<file path="src/rtl/mips_irq_ctl.sv">
// Interrupt controller: sync, edge/level pending latch, mask, lowest-index priority, vector handshake.
// Latency: src edge -> pending SYNC_STAGES+1 clks, pending -> irq_req_o 1 clk, register read 1 clk.
// Backpressure: a request is held until irq_ack_i, then one GAP cycle before the next request.
//
// Ports:
//   clk, rst        - single rising-edge clock, asynchronous active-low reset
//   din/addr/mem_ctl - device-bus write data, byte address, access code (DMEM_SW / DMEM_LW)
//   dout            - registered read data, 0 when this block is not being read
//   irq_src_i       - raw request lines, asynchronous to clk
//   irq_ack_i       - single-cycle acknowledge from the core
//   irq_req_o/irq_addr_o/irq_id_o - registered request, vector and source index
//
// Optional feature macro: MIPS_IRQ_PREEMPT_EN (lower-index source displaces the active request).

`ifndef DMEM_LW
`define DMEM_LW 4'h1
`endif
`ifndef DMEM_SW
`define DMEM_SW 4'h2
`endif

module mips_irq_ctl #(
  parameter int          NSRC        = 4,
  parameter logic [31:0] BASE_ADDR   = 32'h0000_8000,
  parameter int          SYNC_STAGES = 2
) (
  input  logic            clk,
  input  logic            rst,
  input  logic [31:0]     din,
  input  logic [31:0]     addr,
  input  logic [3:0]      mem_ctl,
  output logic [31:0]     dout,
  input  logic [NSRC-1:0] irq_src_i,
  input  logic            irq_ack_i,
  output logic            irq_req_o,
  output logic [31:0]     irq_addr_o,
  output logic [3:0]      irq_id_o
);

  localparam logic [31:0] VEC_END = 32'h10 + 32'(4 * NSRC);

  typedef enum logic [1:0] {
    IDLE = 2'd0,
    REQ  = 2'd1,
    GAP  = 2'd2
  } state_t;

  state_t          state;
  logic [NSRC-1:0] enable_q;
  logic [NSRC-1:0] mode_q;
  logic [NSRC-1:0] pending_q;
  logic [31:0]     vector_q [NSRC];
  logic [NSRC-1:0] sync_q   [SYNC_STAGES];
  logic [NSRC-1:0] edge_q;

  // ---------------- bus decode ----------------
  logic [31:0] offset;
  logic        wr_en, rd_en;
  logic        hit_enable, hit_pending, hit_mode, hit_status, vec_hit;
  logic [5:0]  vec_word;

  assign offset      = addr - BASE_ADDR;
  assign wr_en       = (mem_ctl == `DMEM_SW);
  assign rd_en       = (mem_ctl == `DMEM_LW);
  assign hit_enable  = (offset == 32'h00);
  assign hit_pending = (offset == 32'h04);
  assign hit_mode    = (offset == 32'h08);
  assign hit_status  = (offset == 32'h0C);
  // Addresses below BASE_ADDR wrap to huge offsets and fall outside this window.
  assign vec_hit     = (offset >= 32'h10) && (offset < VEC_END) && (offset[1:0] == 2'b00);
  assign vec_word    = offset[7:2] - 6'd4;

  // ---------------- source path ----------------
  logic [NSRC-1:0] sync_lvl;
  logic [NSRC-1:0] rise;
  logic [NSRC-1:0] w1c;
  logic [NSRC-1:0] ack_clr;
  logic [NSRC-1:0] active;

  assign sync_lvl = sync_q[SYNC_STAGES-1];
  assign rise     = sync_lvl & ~edge_q;
  assign w1c      = (wr_en && hit_pending) ? din[NSRC-1:0] : '0;
  assign active   = pending_q & enable_q;

  // Acknowledge always refers to the id currently on irq_id_o, even if a
  // preemption would otherwise have retargeted it this cycle.
  always_comb begin
    ack_clr = '0;
    for (int i = 0; i < NSRC; i++) begin
      ack_clr[i] = (state == REQ) && irq_ack_i && (irq_id_o == i[3:0]);
    end
  end

  always_ff @(posedge clk or negedge rst) begin
    if (!rst) begin
      for (int i = 0; i < SYNC_STAGES; i++) sync_q[i] <= '0;
      edge_q <= '0;
    end else begin
      sync_q[0] <= irq_src_i;
      for (int i = 1; i < SYNC_STAGES; i++) sync_q[i] <= sync_q[i-1];
      edge_q <= sync_lvl;
    end
  end

  // ---------------- registers ----------------
  always_ff @(posedge clk or negedge rst) begin
    if (!rst) begin
      enable_q  <= '0;
      mode_q    <= '0;
      pending_q <= '0;
      for (int i = 0; i < NSRC; i++) vector_q[i] <= '0;
    end else begin
      if (wr_en && hit_enable) enable_q <= din[NSRC-1:0];
      if (wr_en && hit_mode)   mode_q   <= din[NSRC-1:0];
      for (int i = 0; i < NSRC; i++) begin
        if (wr_en && vec_hit && (vec_word == i[5:0])) vector_q[i] <= din;
        // Edge mode: a set in the same cycle as a clear wins.
        // Level mode: pending simply tracks the synchronised line.
        if (mode_q[i])
          pending_q[i] <= rise[i] | (pending_q[i] & ~(w1c[i] | ack_clr[i]));
        else
          pending_q[i] <= sync_lvl[i];
      end
    end
  end

  // ---------------- read path ----------------
  logic [31:0] rdata;

  always_comb begin
    rdata = 32'h0;
    if (hit_enable)  rdata = {{(32-NSRC){1'b0}}, enable_q};
    if (hit_pending) rdata = {{(32-NSRC){1'b0}}, pending_q};
    if (hit_mode)    rdata = {{(32-NSRC){1'b0}}, mode_q};
    if (hit_status)  rdata = {irq_req_o, 27'd0, irq_id_o};
    for (int i = 0; i < NSRC; i++) begin
      if (vec_hit && (vec_word == i[5:0])) rdata = vector_q[i];
    end
  end

  always_ff @(posedge clk or negedge rst) begin
    if (!rst) dout <= 32'h0;
    else      dout <= rd_en ? rdata : 32'h0;
  end

  // ---------------- priority select ----------------
  function automatic logic [3:0] lowest(input logic [NSRC-1:0] v);
    lowest = 4'd0;
    for (int i = NSRC - 1; i >= 0; i--) begin
      if (v[i]) lowest = i[3:0];
    end
  endfunction

  logic [3:0]  pick;
  logic [31:0] pick_vec;

  assign pick = lowest(active);

  always_comb begin
    pick_vec = 32'h0;
    for (int i = 0; i < NSRC; i++) begin
      if (pick == i[3:0]) pick_vec = vector_q[i];
    end
  end

  // ---------------- request FSM ----------------
  // The vector is captured at request time, so later VECTOR writes do not
  // disturb irq_addr_o while the core is servicing it.
  always_ff @(posedge clk or negedge rst) begin
    if (!rst) begin
      state      <= IDLE;
      irq_req_o  <= 1'b0;
      irq_id_o   <= 4'd0;
      irq_addr_o <= 32'h0;
    end else begin
      case (state)
        IDLE: begin
          if (|active) begin
            irq_id_o   <= pick;
            irq_addr_o <= pick_vec;
            irq_req_o  <= 1'b1;
            state      <= REQ;
          end
        end
        REQ: begin
          if (irq_ack_i) begin
            irq_req_o <= 1'b0;
            state     <= GAP;
          end
`ifdef MIPS_IRQ_PREEMPT_EN
          else if ((|active) && (pick < irq_id_o)) begin
            // Displaced source keeps its pending bit and is served later.
            irq_id_o   <= pick;
            irq_addr_o <= pick_vec;
          end
`endif
        end
        GAP:     state <= IDLE;
        default: state <= IDLE;
      endcase
    end
  end

endmodule
</file>
<file path="config.mk">
export PLATFORM = sky130hd
export DESIGN_NAME = mips_irq_ctl
export DESIGN_NICKNAME = d
export VERILOG_FILES = /design/src/rtl/mips_irq_ctl.sv
export SDC_FILE = /design/constraint.sdc
export NUM_CORES = 1
export LEC_CHECK = 0
export CAP_MARGIN = 20
export CORE_MARGIN = 2
export CORE_UTILIZATION = 40
export CTS_CLUSTER_DIAMETER = 80
export DETAILED_ROUTE_END_ITERATION = 8
export HOLD_SLACK_MARGIN = 0.12
export PLACE_DENSITY = 0.7
export SLEW_MARGIN = 0
export SYNTH_ARGS = -nofsm -noshare
export SYNTH_HDL_FRONTEND = slang
export SYNTH_SLANG_ARGS = --single-unit
export TNS_END_PERCENT = 20
</file>
<file path="constraint.sdc">
create_clock -name clk -period 4.3 [get_ports clk]
set_input_delay 0.86 -clock clk [delete_from_list [all_inputs] [get_ports clk]]
set_output_delay 0.86 -clock clk [all_outputs]
set_load 0.005 [all_outputs]
</file>
After elaboration in Yosys (flattened, before gate mapping). Index checks and enable logic that the tools add are counted.

Reduce and logical (&&, ||, !) cells: 30. $add $sub $neg: 2. Magnitude comparators: 2. Bitwise gates (word level): 19. Equality and inequality tests: 17. Mux-type cells: 28.

Operator list (count): $mux 32 (12); $eq 32x4->1 const B (2); $eq 32x3->1 const B (1); $ge 32x5->1 const B (1); $logic_not 32->1 (1); $lt 32x6->1 const B (1); $sub 32x16->32 const B (1); $eq 4x2->1 const B (5); $logic_and 1x1->1 (19); $eq 4x1->1 const B (3); $eq 6x2->1 const B (2); $mux 2 (6); $and 4x4->4 (2); $logic_not 4->1 (2); $mux 4 (2); $or 1x1->1 (8); $eq 6x1->1 const B (1); $logic_not 6->1 (1); $mux 1 (6); $sub 6x3->6 const B (1); $and 1x1->1 (4); $logic_not 2->1 (2); $ne 2x2->1 const B (2); $not 1->1 (4); other kinds (8) (9).

Logic and storage cells: 113. Output and inout port bits: 69. Flip-flop bits (word level): 223.

Longest topological paths before layout.
Word-level depth: 11. Gate-level depth with buffers: 10. Gate-level depth less buffers: 8.

Least setup slack after synthesis. OpenSTA, ideal clock, no wires.

Kind: input -> register. Start: input port addr[15]. End: register vector_q[100] (netlist name). Data required time: 4.175 ns. Arrival time: 3.109 ns. Stages: 10. Buffers on the path: 2. Slack: 1.066 ns. Setup time: 0.125 ns. Cell sequence: inv_1 > ha_1 > or4b_1 > o31ai_1 > and4b_1 > nand4_2 > nor4bb_1 > buf_2 > buf_6 > mux2_2.

Longest elaborated chain between the ends: 6. Elaborated cells on any way between the ends: 7.

RTL lines: from (decl) (line 30) `input logic [31:0] addr,`; $sub 32x16->32 * (line 62) `assign offset = addr - BASE_ADDR;`; $ge 32x5->1 / $lt 32x6->1 (equally long branches) (line 70) `assign vec_hit = (offset >= 32'h10) && (offset < VEC_END) && (offset[1:0] == 2'b00);`; $logic_and 1x1->1 * (2 in series) (line 70); $logic_and 1x1->1 * (2 in series) (line 116) `if (wr_en && vec_hit && (vec_word == i[5:0])) vector_q[i] <= din;`; to (signal, indexed assignment) (line 116); to (decl) (line 52) `logic [31:0] vector_q [NSRC];`.

Every way passes the cells marked *; elsewhere a longest branch is shown, timed or not. A chain may end at the register's enable or synchronous reset.

Worst setup path after layout.
Start: input port addr[15]. End: register vector_q[111] (netlist name).

The elaborated chain is that of the path after synthesis.

==> results.yml <==
status:
  status: "finished clean"
timing:
  period_share_pct: 83.2
  finalWorstSetupSlack_ps: 724
  tns_ps: 0
  fmax_ghz: 0.280
  finalMaxSlewViolations: 0
  fin_crit_ps: 3580
  tightest_slew_ps: 1190
  holdWs_ps: 346
  hold_viol: 0
  clock_skew_ps: 8.21
  rsz0062_at_grt: "false"
  slew_headroom_pct: 20.8
  finalSetupViolations: 0
cts:
  clock_path_buffers: 3
  root_buffer: "clkbuf_16"
  post_cts_buffers: 0
  postCtsHoldBufs: 0
  numCtsBuffers: 24
  cts_resized: 0
  cts_tree: "built"
  clkSinkCount: 221
  clk_pin_slew_ps: 60
  clock_latency_ps: 510
  htree_levels: 1
placed_design:
  dp_slack_ps: 201
  hpwlAfterDp_mm: 18.3
  place.gp.congestion: 0.847
  port_buffers: 141
pwr:
  p_int_mw: 3.39
  power_per_cell_area_mw_per_mm2: 334
  p_seq_share_pct: 48.3
  p_clk_share_pct: 46.6
  fin_total_pwr_mw: 4.34
  pwr-share-comb_pct: 5.1
  p_leak_nw: 5.98
  sw_frac_of_total_pct: 21.9
  p_switching_uw: 952
  peakVddDrop_mv: 0.248
setup_path:
  worstRegToRegCells: 7
  crit_start: "addr[15]"
  critPathTopFamily: "simple AND/OR/NAND/NOR gates"
  critPathMaxStageDelay_ps: 490
  r2r-start: "pending_q[1]"
  cp.depth: 10
  critPathCaptureType: "flop"
  crit_path_end: "vector_q[111]"
  start_kind: "primary input"
  path_buf_inv: 3
  timing.rr.end: "irq_addr_o[18]"
  required_ps: 4690
  critPathSlowestCell: "or4b_1"
  crit_chain: "clkdlybuf4s50_1 > inv_1 > ha_1 > or4b_1 > o31ai_1 > and4b_1 > nand4_2 > nor4bb_4 > buf_4 > mux2_2"
  path_max_fanout: 16
  critPathArrivalTime_ps: 3970
  rrSetupSlack_ps: 1800
  path_class: "primary input to flop"
detailed_routing:
  dr.pass1.iters: 6
  num_vias: 7991
  via_per_inst: 5.84
  antenna_left: 0
  drt_wl_total_mm: 29.1
  wl_per_cell_um: 21.2
  drt-initial-drc-count: 615
  drc: 0
floorplanning:
  initial_utilization_pct: 40.9
  chipWidth_um: 165
  die_area_mm2: 0.0271
  core-area_mm2: 0.0253
  floorplan.die.height_um: 165
  rows: 58
  io_pins: 144
layout:
  layout_common_cells: "dfrtp_1 (221), clkdlybuf4s50_1 (138), mux2_2 (121)"
  finalNetCount: 1098
  antenna_cells: 0
  mostFrequentLayoutCell: "dfrtp_1"
  areaGrowthSynthToFinish_pct: 25.6
  fillers: 2213
  fin_util_pct: 51.4
  layout-drive-gt1-share_pct: 21.3
synth:
  synth_top_flop_cell: "dfrtp_1"
  ys_warn_count: 0
  ys_seq_area_share_pct: 53.5
  synth.lib_cells_used.distinct: 64
  synth-edff-count: 0
  synthCells: 886
  postSynth.asyncResetShare_pct: 100
  netlist_area_mm2: 0.0103
  ys_ff_latch: 221
  synth_area_per_cell_um2: 11.7
min_path:
  hp-class: "flop to flop"
global_routing:
  track_usage_pct: 21.8
  grt_pass1_vias: 8086
  grt_antenna_before_repair: 2
  grt_start_max_net_pins: 105
  grt_pass1_wl_mm: 45.9
  grt.overflow.total: 0
run:
  drv_cap: 0
-- cell families after synthesis --
logic type / Yosys count / share of synthesized area [%]
compound gates: 194 / 13.9
simple gates: 248 / 11.7
flops: 221 / 53.5
fa+ha+maj: 1 / 0.121
mux: 150 / 17.2
buf+inv: 71 / 3.61
other cells: 1 / 0.0363
-- worst min path at each step --
stage | startpoint | to | slack (ps) | cells past startpoint
floorplan | sync_q[4] | sync_lvl[0] | 330 | 0
global placement | sync_q[7] | sync_lvl[3] | 330 | 0
detailed placement | sync_q[7] | sync_lvl[3] | 330 | 0
CTS | sync_q[7] | sync_lvl[3] | 350 | 0
global route | sync_q[7] | sync_lvl[3] | 350 | 0
finish | sync_q[7] | sync_lvl[3] | 350 | 0
-- stage by stage --
step | instances | instance area [um2]
after floorplan | 887 | 10300
after global placement | 1326 | 12200
after detailed placement | 1326 | 12200
after CTS | 1369 | 13000
after global routing | 1369 | 13000
final | 1369 | 13000
-- synthesized netlist by cell type (all sizes together) (4+ instances only) --
cell type | n | area share (%)
nor4 | 8 | 0.84
nand3 | 10 | 0.48
a2111oi | 21 | 1.8
a22o | 21 | 1.8
mux2 | 138 | 15
and4 | 8 | 0.68
inv | 5 | 0.18
or2 | 4 | 0.24
nor4bb | 4 | 0.39
clkbuf | 42 | 1.5
nand4 | 8 | 0.55
o21ai | 12 | 0.58
a21o | 32 | 2.3
dfrtp | 221 | 54
a21oi | 26 | 1.3
buf | 23 | 1.9
mux2i | 4 | 0.39
mux4 | 8 | 1.7
nor3 | 11 | 0.58
a311oi | 32 | 2.7
nand2 | 120 | 4.4
nor2 | 54 | 2.0
o22ai | 33 | 2.0
nor4b | 4 | 0.34
-- registers in the layout (all words and copies together) (netlist names), 4 cells and up --
name and count:
sync_lvl 4, edge_q 4, vector_q 128, irq_addr_o 32, dout 32, mode_q 4
pending_q 4, enable_q 4, sync_q 4
-- area by class of cell --
type / count / area (um2) / share of cell area, %
Inverter: 6 / 22.5 / 0.174
Clock inverter: 7 / 65.1 / 0.501
Multi-Input combinational cell: 595 / 4500 / 34.7
Timing Repair Buffer: 174 / 1730 / 13.3
Tap cell: 330 / 413 / 3.18
Clock buffer: 36 / 717 / 5.53
Sequential cell: 221 / 5530 / 42.6
-- power groups by stage --
stage	registers, mW	logic [mW]	clock network, mW
3_5_place_dp	2.13	0.222	0
2_1_floorplan	2.13	0.0611	0
3_3_place_gp	2.13	0.220	0
4_1_cts	2.09	0.223	2.07
5_1_grt	2.09	0.243	2.14
6_report	2.09	0.222	2.02
-- layer usage --
metal	vias up	part of all wire [%]	GRT usage, %	wire length, um
met5	-	0.048	0	14
met4	2	2.4	6.32	710
met3	51	8.1	4.70	2360
met2	371	46	34.6	13500
met1	3984	43	30.3	12500
li1	3583	-	-	-
-- worst reg2reg max path: cells and delay by family, from the launching register on --
kind | cells | cell delay, ps
AO/OA/AOI/OAI | 3 | 690
buffers and inverters | 1 | 420
AND/OR/NAND/NOR | 3 | 950
flip-flops | 1 | 370
(Power assumes the default switching activity.)
